File: src/rtl/store_merge_pkg.sv
// store_merge_pkg
//
// Shared definitions for the read-modify-write store engine:
//   - state_t    : FSM state encoding (IDLE, READ, WRITE)
//   - SS_*       : store-size codes driven by the store-size stage
//   - CNT_W      : width of the memory read latency counter (MEM_LAT <= 7)

package store_merge_pkg;

    typedef enum logic [1:0] {
        ST_IDLE  = 2'b00,
        ST_READ  = 2'b01,
        ST_WRITE = 2'b10
    } state_t;

    localparam logic [1:0] SS_WORD = 2'b00;
    localparam logic [1:0] SS_HALF = 2'b01;
    localparam logic [1:0] SS_BYTE = 2'b10;
    localparam logic [1:0] SS_RSVD = 2'b11;

    localparam int CNT_W = 3;

endpackage

File: src/rtl/store_lane_merge.sv
// store_lane_merge
//
// Purely combinational lane merge. Drops the low bits of the store value
// into the little-endian lane of the old memory word that is selected by
// the store size and the low address bits.
//
// Ports:
//   old_word  in  32  word read back from memory
//   data      in  32  right-aligned store value (bits beyond the lane ignored)
//   ss_ctrl   in  2   store size code (SS_WORD/SS_HALF/SS_BYTE/SS_RSVD)
//   addr_lo   in  2   addr[1:0] of the store
//   merged    out 32  old_word with the selected lane replaced

module store_lane_merge
    import store_merge_pkg::*;
(
    input  logic [31:0] old_word,
    input  logic [31:0] data,
    input  logic [1:0]  ss_ctrl,
    input  logic [1:0]  addr_lo,
    output logic [31:0] merged
);

    // Half stores only look at addr_lo[1]; a misaligned addr_lo[0] is
    // either rejected upstream or deliberately ignored here.
    always_comb begin
        merged = old_word;
        case (ss_ctrl)
            SS_WORD: merged = data;
            SS_HALF: begin
                if (addr_lo[1])
                    merged = {data[15:0], old_word[15:0]};
                else
                    merged = {old_word[31:16], data[15:0]};
            end
            SS_BYTE: begin
                case (addr_lo)
                    2'd0: merged = {old_word[31:8], data[7:0]};
                    2'd1: merged = {old_word[31:16], data[7:0], old_word[7:0]};
                    2'd2: merged = {old_word[31:24], data[7:0], old_word[15:0]};
                    default: merged = {data[7:0], old_word[23:0]};
                endcase
            end
            default: merged = old_word;
        endcase
    end

endmodule

File: src/rtl/store_merge.sv
// store_merge
//
// Read-modify-write store engine between the store-size stage and data
// memory. Word stores are written straight through; half and byte stores
// first read the enclosing word (MEM_LAT cycles), merge the new lane in and
// write the full word back, then pulse done.
//
// Build option: define STORE_MERGE_ALIGN_CHECK_EN to reject misaligned
// half/word stores and the reserved size code with a done+err pulse.
//
// Ports:
//   clk        in  1   system clock, rising edge
//   reset      in  1   asynchronous active-high reset
//   start      in  1   request, sampled only in IDLE
//   ss_ctrl    in  2   store size code
//   addr       in  32  byte address
//   data_in    in  32  right-aligned, zero-extended store value
//   mem_rdata  in  32  memory read data
//   mem_addr   out 32  word-aligned memory address (held in IDLE)
//   mem_wr     out 1   one-cycle write strobe
//   mem_wdata  out 32  merged write word
//   busy       out 1   high in READ and WRITE
//   done       out 1   one-cycle completion pulse
//   err        out 1   one-cycle error pulse (0 without the alignment check)

module store_merge
    import store_merge_pkg::*;
#(
    parameter int unsigned MEM_LAT = 1
) (
    input  logic        clk,
    input  logic        reset,
    input  logic        start,
    input  logic [1:0]  ss_ctrl,
    input  logic [31:0] addr,
    input  logic [31:0] data_in,
    input  logic [31:0] mem_rdata,
    output logic [31:0] mem_addr,
    output logic        mem_wr,
    output logic [31:0] mem_wdata,
    output logic        busy,
    output logic        done,
    output logic        err
);

    state_t             state_q, state_d;
    logic [CNT_W-1:0]   cnt_q, cnt_d;
    logic [1:0]         ss_q, ss_d;
    logic [1:0]         lane_q, lane_d;
    logic [31:0]        data_q, data_d;
    logic [31:0]        addr_q, addr_d;
    logic [31:0]        merge_q, merge_d;
    logic               wr_q, wr_d;
    logic               busy_q, busy_d;
    logic               done_q, done_d;
    logic               req_fault;
    logic [31:0]        merged;

    store_lane_merge u_lane_merge (
        .old_word (mem_rdata),
        .data     (data_q),
        .ss_ctrl  (ss_q),
        .addr_lo  (lane_q),
        .merged   (merged)
    );

`ifdef STORE_MERGE_ALIGN_CHECK_EN
    logic err_q;

    // Requests that must never touch memory when the check is built in.
    assign req_fault = (ss_ctrl == SS_RSVD)
                    || (ss_ctrl == SS_HALF && addr[0])
                    || (ss_ctrl == SS_WORD && addr[1:0] != 2'b00);

    always_ff @(posedge clk or posedge reset) begin
        if (reset)
            err_q <= 1'b0;
        else
            err_q <= (state_q == ST_IDLE) && start && req_fault;
    end

    assign err = err_q;
`else
    assign req_fault = 1'b0;
    assign err       = 1'b0;
`endif

    // State and capture registers. Every output is a flop so nothing
    // reaches the ports combinationally from an input.
    always_ff @(posedge clk or posedge reset) begin
        if (reset) begin
            state_q <= ST_IDLE;
            cnt_q   <= '0;
            ss_q    <= SS_WORD;
            lane_q  <= 2'b00;
            data_q  <= '0;
            addr_q  <= '0;
            merge_q <= '0;
            wr_q    <= 1'b0;
            busy_q  <= 1'b0;
            done_q  <= 1'b0;
        end else begin
            state_q <= state_d;
            cnt_q   <= cnt_d;
            ss_q    <= ss_d;
            lane_q  <= lane_d;
            data_q  <= data_d;
            addr_q  <= addr_d;
            merge_q <= merge_d;
            wr_q    <= wr_d;
            busy_q  <= busy_d;
            done_q  <= done_d;
        end
    end

    // Next-state logic. Output flops are loaded with the value they must
    // show in the state being entered, so wr/done/busy line up with it.
    always_comb begin
        state_d = state_q;
        cnt_d   = cnt_q;
        ss_d    = ss_q;
        lane_d  = lane_q;
        data_d  = data_q;
        addr_d  = addr_q;
        merge_d = merge_q;
        wr_d    = 1'b0;
        done_d  = 1'b0;

        case (state_q)
            ST_IDLE: begin
                if (start) begin
                    ss_d   = ss_ctrl;
                    lane_d = addr[1:0];
                    data_d = data_in;
                    addr_d = {addr[31:2], 2'b00};
                    if (req_fault) begin
                        done_d = 1'b1;
                    end else begin
                        case (ss_ctrl)
                            SS_WORD: begin
                                merge_d = data_in;
                                wr_d    = 1'b1;
                                state_d = ST_WRITE;
                            end
                            SS_HALF, SS_BYTE: begin
                                cnt_d   = CNT_W'(MEM_LAT);
                                state_d = ST_READ;
                            end
                            default: done_d = 1'b1;
                        endcase
                    end
                end
            end
            ST_READ: begin
                // cnt_q == 1 marks the last read cycle; mem_rdata is valid now.
                if (cnt_q == CNT_W'(1)) begin
                    merge_d = merged;
                    wr_d    = 1'b1;
                    state_d = ST_WRITE;
                end else begin
                    cnt_d = cnt_q - CNT_W'(1);
                end
            end
            ST_WRITE: begin
                done_d  = 1'b1;
                state_d = ST_IDLE;
            end
            default: state_d = ST_IDLE;
        endcase

        busy_d = (state_d != ST_IDLE);
    end

    assign mem_addr  = addr_q;
    assign mem_wr    = wr_q;
    assign mem_wdata = merge_q;
    assign busy      = busy_q;
    assign done      = done_q;

endmodule

File: config.mk
export PLATFORM = sky130hd
export DESIGN_NAME = store_merge
export DESIGN_NICKNAME = d
export VERILOG_FILES = /design/src/rtl/store_merge_pkg.sv /design/src/rtl/store_lane_merge.sv /design/src/rtl/store_merge.sv
export SDC_FILE = /design/constraint.sdc
export NUM_CORES = 1
export LEC_CHECK = 0
export BUFFER_PORTS_ARGS = -buffer_cell sky130_fd_sc_hd__buf_2
export CORE_AREA = 3 3 107 109
export CTS_CLUSTER_SIZE = 8
export DETAILED_ROUTE_END_ITERATION = 8
export DIE_AREA = 0 0 110 112
export GPL_TIMING_DRIVEN = 0
export PLACE_DENSITY_LB_ADDON = 0.25
export SLEW_MARGIN = 20
export SYNTH_ARGS = -nofsm -noshare
export SYNTH_HDL_FRONTEND = slang
export SYNTH_SLANG_ARGS = --single-unit
File: constraint.sdc
create_clock -name clk -period 5.7 [get_ports clk]
set_clock_uncertainty 0.2 [all_clocks]
set_input_delay 0.285 -clock clk [delete_from_list [all_inputs] [get_ports clk]]
set_output_delay 0.285 -clock clk [all_outputs]
set_load 0.05 [all_outputs]
==> metrics.md, run 1 <==
| Metric | Value |
|---|---|
| DR pass1 iterations | `4` |
| Filler cells | `832` |
| Vias/cell | `5.531` |
| Vias in the first global route | `4931` |
| Crit path largest cell delay | `540 ps` |
| Post-layout min period | `2329 ps` |
| Data required time of the critical path | `5750 ps` |
| Max cap viols | `0` |
| CTS tree | `built` |
| Initial Util | `0.4904` |
| Final hold slack | `18.84 ps` |
| Unrepaired setup endpoints after global routing | `no` |
| Clock sink count | `106` |
| Total grt overflow | `0` |
| Final Max Tran Viols | `0` |
| HP Class | `primary input to flip-flop` |
| DRT iter0 DRCs | `235` |
| Max-Slew Margin vs Limit | `0.4599` |
| Worst slew pin tran | `808.4 ps` |
| Synth area leader | `dfrtp_1` |
| Flop and latch count out of synthesis | `106` |
| Commonest cells after routing, fill and taps aside | `buf_2 (185), dfrtp_1 (106), dlygate4sd3_1 (76)` |
| Worst vdd ir | `0.0003529 V` |
| Power Density | `533.9 nW/um^2` |
| Setup ws final | `3371 ps` |
| Sequential fraction of the synthesis area | `0.5056` |
| Vias post-DR | `4768` |
| Worst-path cell chain | `dlygate4sd3_1, buf_2, inv_1, ha_1, nand3b_1, a21o_1, buf_4, inv_4, buf_2, mux2i_1, o21ai_1` |
| Die Wd | `110 microns` |
| Port Buf Inserts | `165` |
| Syn-to-layout area delta | `38.40%` |
| Outcome | `finished clean` |
| Syn_area_per_cell | `11.36 sq um` |
| Post-synth top area share | `0.5056` |
| Critical path arrival | `2380 ps` |
| WL final | `15.69 mm` |
| Fin Setup TNS | `0 ps` |
| Max Clk Rate | `429.4 MHz` |
| Pin count of the biggest net entering global routing | `76` |
| Num CTS Buffers | `9` |
| Placeable Area | `10700 sq um` |
| Nets | `822` |
| H-tree depth | `3` |
| Final GP Congestion | `0.8811` |
| Crit path top cell by count | `buf_2` |
| Startpoint types | `primary input` |
| Slowest-stage cell, CP | `dlygate4sd3_1` |
| Most common cell after layout, fill and taps aside | `buf_2` |
| CP Max Fanout | `10` |
| DP Worst Slack | `3517 ps` |
| Final Cycle Share | `0.4086` |
| Skew-Pair Late Insertion Delay | `360 ps` |
| Leakage power | `3.391 nW` |
| Antenna Nets Post-Route | `0` |
| WL per Instance | `18.20 microns` |
| Overall Power | `3.877 mW` |
| Mapped Area | `5246 sq um` |
| Row count | `38` |
| Post-CTS Setup Bufs | `0` |
| Endpoints failing setup | `0` |
| Ys Warns | `0` |
| Final hold violation count | `0` |
| Area contributors post-synth | `dfrtp_1 (51%), mux2_2 (14%), mux2i_1 (5.0%), o21ai_0 (2.4%), nand2_1 (1.9%)` |
| Die Y | `112 microns` |
| Die ar. | `12320 sq um` |
| CTS Buffer Depth | `2` |
| CP Class | `primary input to flip-flop` |
| Share of final-layout standard cells stronger than drive strength 1 | `0.3989` |
| Diodes inserted | `0` |
| Detailed placement HPWL | `11.02 mm` |
| Synth Instances | `462` |
| Remaining DRCs | `0` |
| Initial antenna violation count | `0` |
| Synth unique cells | `42` |
| Clock transition at path regs | `100 ps` |
| First-pass GRT wire length | `24.94 mm` |
| Global router's overall resource usage | `0.2608` |
| I/O pin count | `169` |
| Clk root buf | `clkbuf_8` |
| Worst setup EP type | `flip-flop` |
==> area by class of cell <==
cell class | instances | area [sq um] | area share
clock inverter | 5 | 61.31 | 0.008444
tap | 140 | 175.2 | 0.02413
inverter | 7 | 33.78 | 0.004653
buffer | 37 | 193.9 | 0.02671
sequential | 106 | 2653 | 0.3653
timing repair buffer | 242 | 1614 | 0.2223
clock buffer | 11 | 151.4 | 0.02085
multi-input combinational | 314 | 2379 | 0.3276
==> worst max-delay path, delay by kind of cell <==
family / cells / cell delay, ps
muxes: 1 / 250
buffers and inverters: 6 / 1330
and+or+nand+nor: 1 / 90
AOI/OAI and AO/OA: 2 / 280
adders and majority gates: 1 / 130
==> flip-flops by register name, indices dropped and copies added, names as in the netlist <==
| register | cells |
|---|---|
| busy | 1 |
| data_q | 32 |
| mem_addr | 30 |
| mem_wr | 1 |
| cnt_q | 3 |
| mem_wdata | 32 |
| ss_q | 2 |
| done | 1 |
| lane_q | 2 |
| state_q | 2 |
==> synthesized netlist by cell type (all sizes together) <==
library cell / n
nand2: 28
and3b: 1
a2111oi: 7
nand4b: 1
inv: 7
nor2: 20
a21o: 2
ha: 4
a31oi: 1
clkbuf: 10
a211oi: 11
nor3b: 3
nand3b: 2
nor2b: 2
and2: 8
and3: 15
buf: 27
conb: 1
a311oi: 9
nand2b: 8
o211ai: 9
nor4bb: 1
mux2i: 26
a221o: 7
a21oi: 20
mux2: 67
o21ai: 41
dfrtp: 106
nor3: 2
nand3: 16
==> kinds of logic (layout without fill, tap and decap cells) <==
group,after synthesis,count (layout),share of synthesized area
compound gates,107,107,0.1393
fa+ha+maj,4,4,0.009540
mux,93,93,0.1941
other cells,1,3,0.0007148
simple gates,107,107,0.1083
buf+inv,44,302,0.04245
flops,106,106,0.5056
==> timing repair <==
action | in CTS | in global routing
hold buffers | 76 | 0
gates resized for setup | 0 | 0
endpoints found under the hold margin | 113 | 0
==> stage by stage <==
stage,std cells,area (sq um),utilization
floorplan,464,5254,-
global placement,769,6255,0.5847
detailed placement,770,6287,0.5877
CTS,862,7261,0.6787
global route,862,7261,0.6787
finish,862,7261,0.6787
==> routing by layer <==
layer | share of wire | track usage | vias up
met1 | 0.40 | 0.3378 | 2350
met3 | 0.069 | 0.04754 | 38
li1 | - | - | 2182
met5 | 0 | 0 | -
met2 | 0.51 | 0.4349 | 198
met4 | 0.027 | 0.09144 | 0
==> where the power goes <==
group          internal (mW)  switching [mW]
sequential              1.06           0.225
clock                  0.229           0.264
combinational          0.674            1.42
==> final timing paths <==
kind | slack, ps | endpoint | cells after the start | startpoint
worst max-delay path | 3370 | mem_wdata[0] | 11 | ss_ctrl[0]
worst min-delay path | 20 | mem_wdata[28] | 3 | mem_rdata[28]
worst max register to register | 3480 | mem_addr[4] | 4 | state_q[0]
worst min register to register | 280 | mem_wdata[12] | 2 | mem_wdata[12]
max in group asynchronous | 4410 | data_q[24] | 4 | reset
min in group asynchronous | 220 | mem_addr[7] | 3 | reset
Note: power is estimated with default switching activity, not from simulation.
==> inputs of run 2 (changes only) <==
--- a/config.mk
+++ b/config.mk
@@ -6,10 +6,10 @@
 export NUM_CORES = 1
 export LEC_CHECK = 0
 export BUFFER_PORTS_ARGS = -buffer_cell sky130_fd_sc_hd__buf_2
-export CORE_AREA = 3 3 107 109
+export CORE_AREA = 3 3 111 113
 export CTS_CLUSTER_SIZE = 8
 export DETAILED_ROUTE_END_ITERATION = 8
-export DIE_AREA = 0 0 110 112
+export DIE_AREA = 0 0 114 116
 export GPL_TIMING_DRIVEN = 0
 export PLACE_DENSITY_LB_ADDON = 0.25
 export SLEW_MARGIN = 20
==> constraint.sdc (replaced) <==
create_clock -name clk -period 1.9 [get_ports clk]
set_clock_uncertainty 0.2 [all_clocks]
set_input_delay 0.095 -clock clk [delete_from_list [all_inputs] [get_ports clk]]
set_output_delay 0.095 -clock clk [all_outputs]
set_load 0.05 [all_outputs]
==> run 2 against run 1 <==
The flow now finishes with violations (hold timing); die area grew 7.3%; sequential share of layout area fell by 3.8 points; via count increased by 4.4%; non-clock buffer count up 44; flip-flop and latch count stayed put; clock power rose to 3.8 times the previous value; setup slack got worse by 3400 ps; first-iteration DRC count increased by 43%; sequential power increased to 3.0 times the previous value; final cell count rose by 5.3%; critical endpoint is now mem_wdata[2]; largest power group unchanged.
==> metrics.md, run 2 (same netlist as run 1, synthesis figures left out) <==
| Metric | Value |
|---|---|
| DRT iter0 DRCs | `335` |
| Data required time of the critical path | `1930 ps` |
| Most common cell after layout, fill and taps aside | `buf_2` |
| Vias in the first global route | `5284` |
| Worst setup EP type | `flip-flop` |
| Final non-filler cell total | `908` |
| Vias/cell | `5.480` |
| Final Max Tran Viols | `0` |
| Fin Setup TNS | `0 ps` |
| Critical path arrival | `1920 ps` |
| Global router's overall resource usage | `0.2611` |
| Total grt overflow | `0` |
| CP Class | `flip-flop to flip-flop` |
| Dpl cells | `775` |
| Failing checks | `hold timing` |
| Max Clk Rate | `529.6 MHz` |
| Power Density | `1596 nW/um^2` |
| Port Buf Inserts | `165` |
| CP Max Fanout | `8` |
| HP Class | `primary input to flip-flop` |
| Setup ws final | `11.72 ps` |
| Final Cycle Share | `0.9938` |
| DR pass1 iterations | `4` |
| DP Worst Slack | `-363.9 ps` |
| I/O pin count | `169` |
| Startpoint types | `flip-flop` |
| Vias post-DR | `4976` |
| First-pass GRT wire length | `26.89 mm` |
| Leakage power | `3.765 nW` |
| Share of final-layout standard cells stronger than drive strength 1 | `0.4405` |
| Row count | `39` |
| Die ar. | `13220 sq um` |
| Max cap viols | `0` |
| Antenna Nets Post-Route | `0` |
| Outcome | `finished, violations left` |
| Detailed placement HPWL | `11.21 mm` |
| Syn-to-layout area delta | `54.90%` |
| Skew-Pair Late Insertion Delay | `350 ps` |
| Final hold slack | `-1.041 ps` |
| Final hold violation count | `1` |
| Endpoints failing setup | `0` |
| Unrepaired setup endpoints after global routing | `yes` |
| Placeable Area | `11420 sq um` |
| Die Wd | `114 microns` |
| Remaining DRCs | `0` |
| Top Metal Used | `met4` |
| Filler cells | `811` |
| Multi-input logic area | `2569 sq um` |
| Diodes inserted | `0` |
| Clock transition at path regs | `70 ps` |
| CTS tree | `built` |
| Initial Util | `0.4595` |
| H-tree depth | `3` |
| Overall Power | `12.97 mW` |
| Register area | `2658 sq um` |
| Clk root buf | `clkbuf_16` |
| WL final | `17.37 mm` |
| Met2 routed WL | `8.759 mm` |
| Clock sink count | `106` |
| Worst vdd ir | `0.001189 V` |
| Post-layout min period | `1888 ps` |
| Commonest cells after routing, fill and taps aside | `buf_2 (171), dfrtp_1 (102), dlygate4sd3_1 (98)` |
| Initial antenna violation count | `0` |
| Die Y | `116 microns` |
| Final GP Congestion | `0.8647` |
| Nets | `866` |
| CTS Buffer Depth | `2` |
| Pin count of the biggest net entering global routing | `35` |
| Num CTS Buffers | `9` |
| WL met1 | `6.684 mm` |
| WL per Instance | `19.13 microns` |
| WL met3 | `1.392 mm` |
==> run 2: cell types whose count changed in the layout (fill, tap and decap cells not counted), moves of 7 or more <==
cell           delta
clkbuf_1         -10
buf_4            +21
buf_6             +7
clkbuf_16        +11
o21ai_0           -9
clkbuf_8         -10
buf_2            -14
dlygate4sd3_1    +22
==> run 2: worst paths after layout <==
check | start | endpoint | slack [ps] | depth (start not counted)
min in group asynchronous | reset | mem_addr[26] | 120 | 3
hold / removal | ss_ctrl[0] | ss_q[0] | -1 | 3
setup / recovery | cnt_q[1] | mem_wdata[2] | 10 | 9
setup reg to reg | cnt_q[1] | mem_wdata[2] | 10 | 9
max in group asynchronous | reset | ss_q[0] | 670 | 5
hold reg to reg | mem_wdata[27] | mem_wdata[27] | 290 | 2
==> run 2: through the flow <==
| stage | util | cell area (sq um) |
|---|---|---|
| 2_1_floorplan | - | 5258 |
| 3_3_place_gp | 0.5484 | 6262 |
| 3_5_place_dp | 0.5537 | 6322 |
| 4_1_cts | 0.6781 | 7742 |
| 5_1_grt | 0.7117 | 8127 |
| 6_report | 0.7117 | 8127 |
==> run 2: layout make-up <==
class / count / area share
multi-input combinational: 314 / 0.3161
buffer: 37 / 0.03510
tap: 143 / 0.02202
clock inverter: 5 / 0.006774
inverter: 7 / 0.005235
sequential: 106 / 0.3270
clock buffer: 10 / 0.02941
timing repair buffer: 286 / 0.2584
==> run 2: worst max-delay path, cell delays in order, from the launching register on <==
cell,delay (ps)
dfrtp_1,390
inv_2,90
ha_4,130
nand3b_1,100
a21o_1,210
buf_6,150
clkinv_8,80
buf_12,120
mux2i_1,220
o21ai_1,90
==> run 2: report_power, final <==
part           total (mW)  switching [mW]  internal, mW
clock                1.87           0.826          1.05
combinational        7.17            4.60          2.56
sequential           3.93           0.728          3.20
total                13.0            6.16          6.81
==> run 2: what timing repair did <==
item | 4_1_cts | 5_1_grt
setup buffers | 5 | 11
setup endpoints to repair | 103 | 81
hold buffers | 100 | 0
gates cloned | 0 | 2
pin swaps | 1 | 7
gates resized for setup | 29 | 72
hold endpoints to repair | 182 | 0
==> run 2: routing by layer <==
layer / global-route usage / vias to the layer above
met5: 0 / -
met4: 0.1172 / 0
met3: 0.05744 / 37
met2: 0.4547 / 218
met1: 0.3099 / 2440
li1: - / 2281
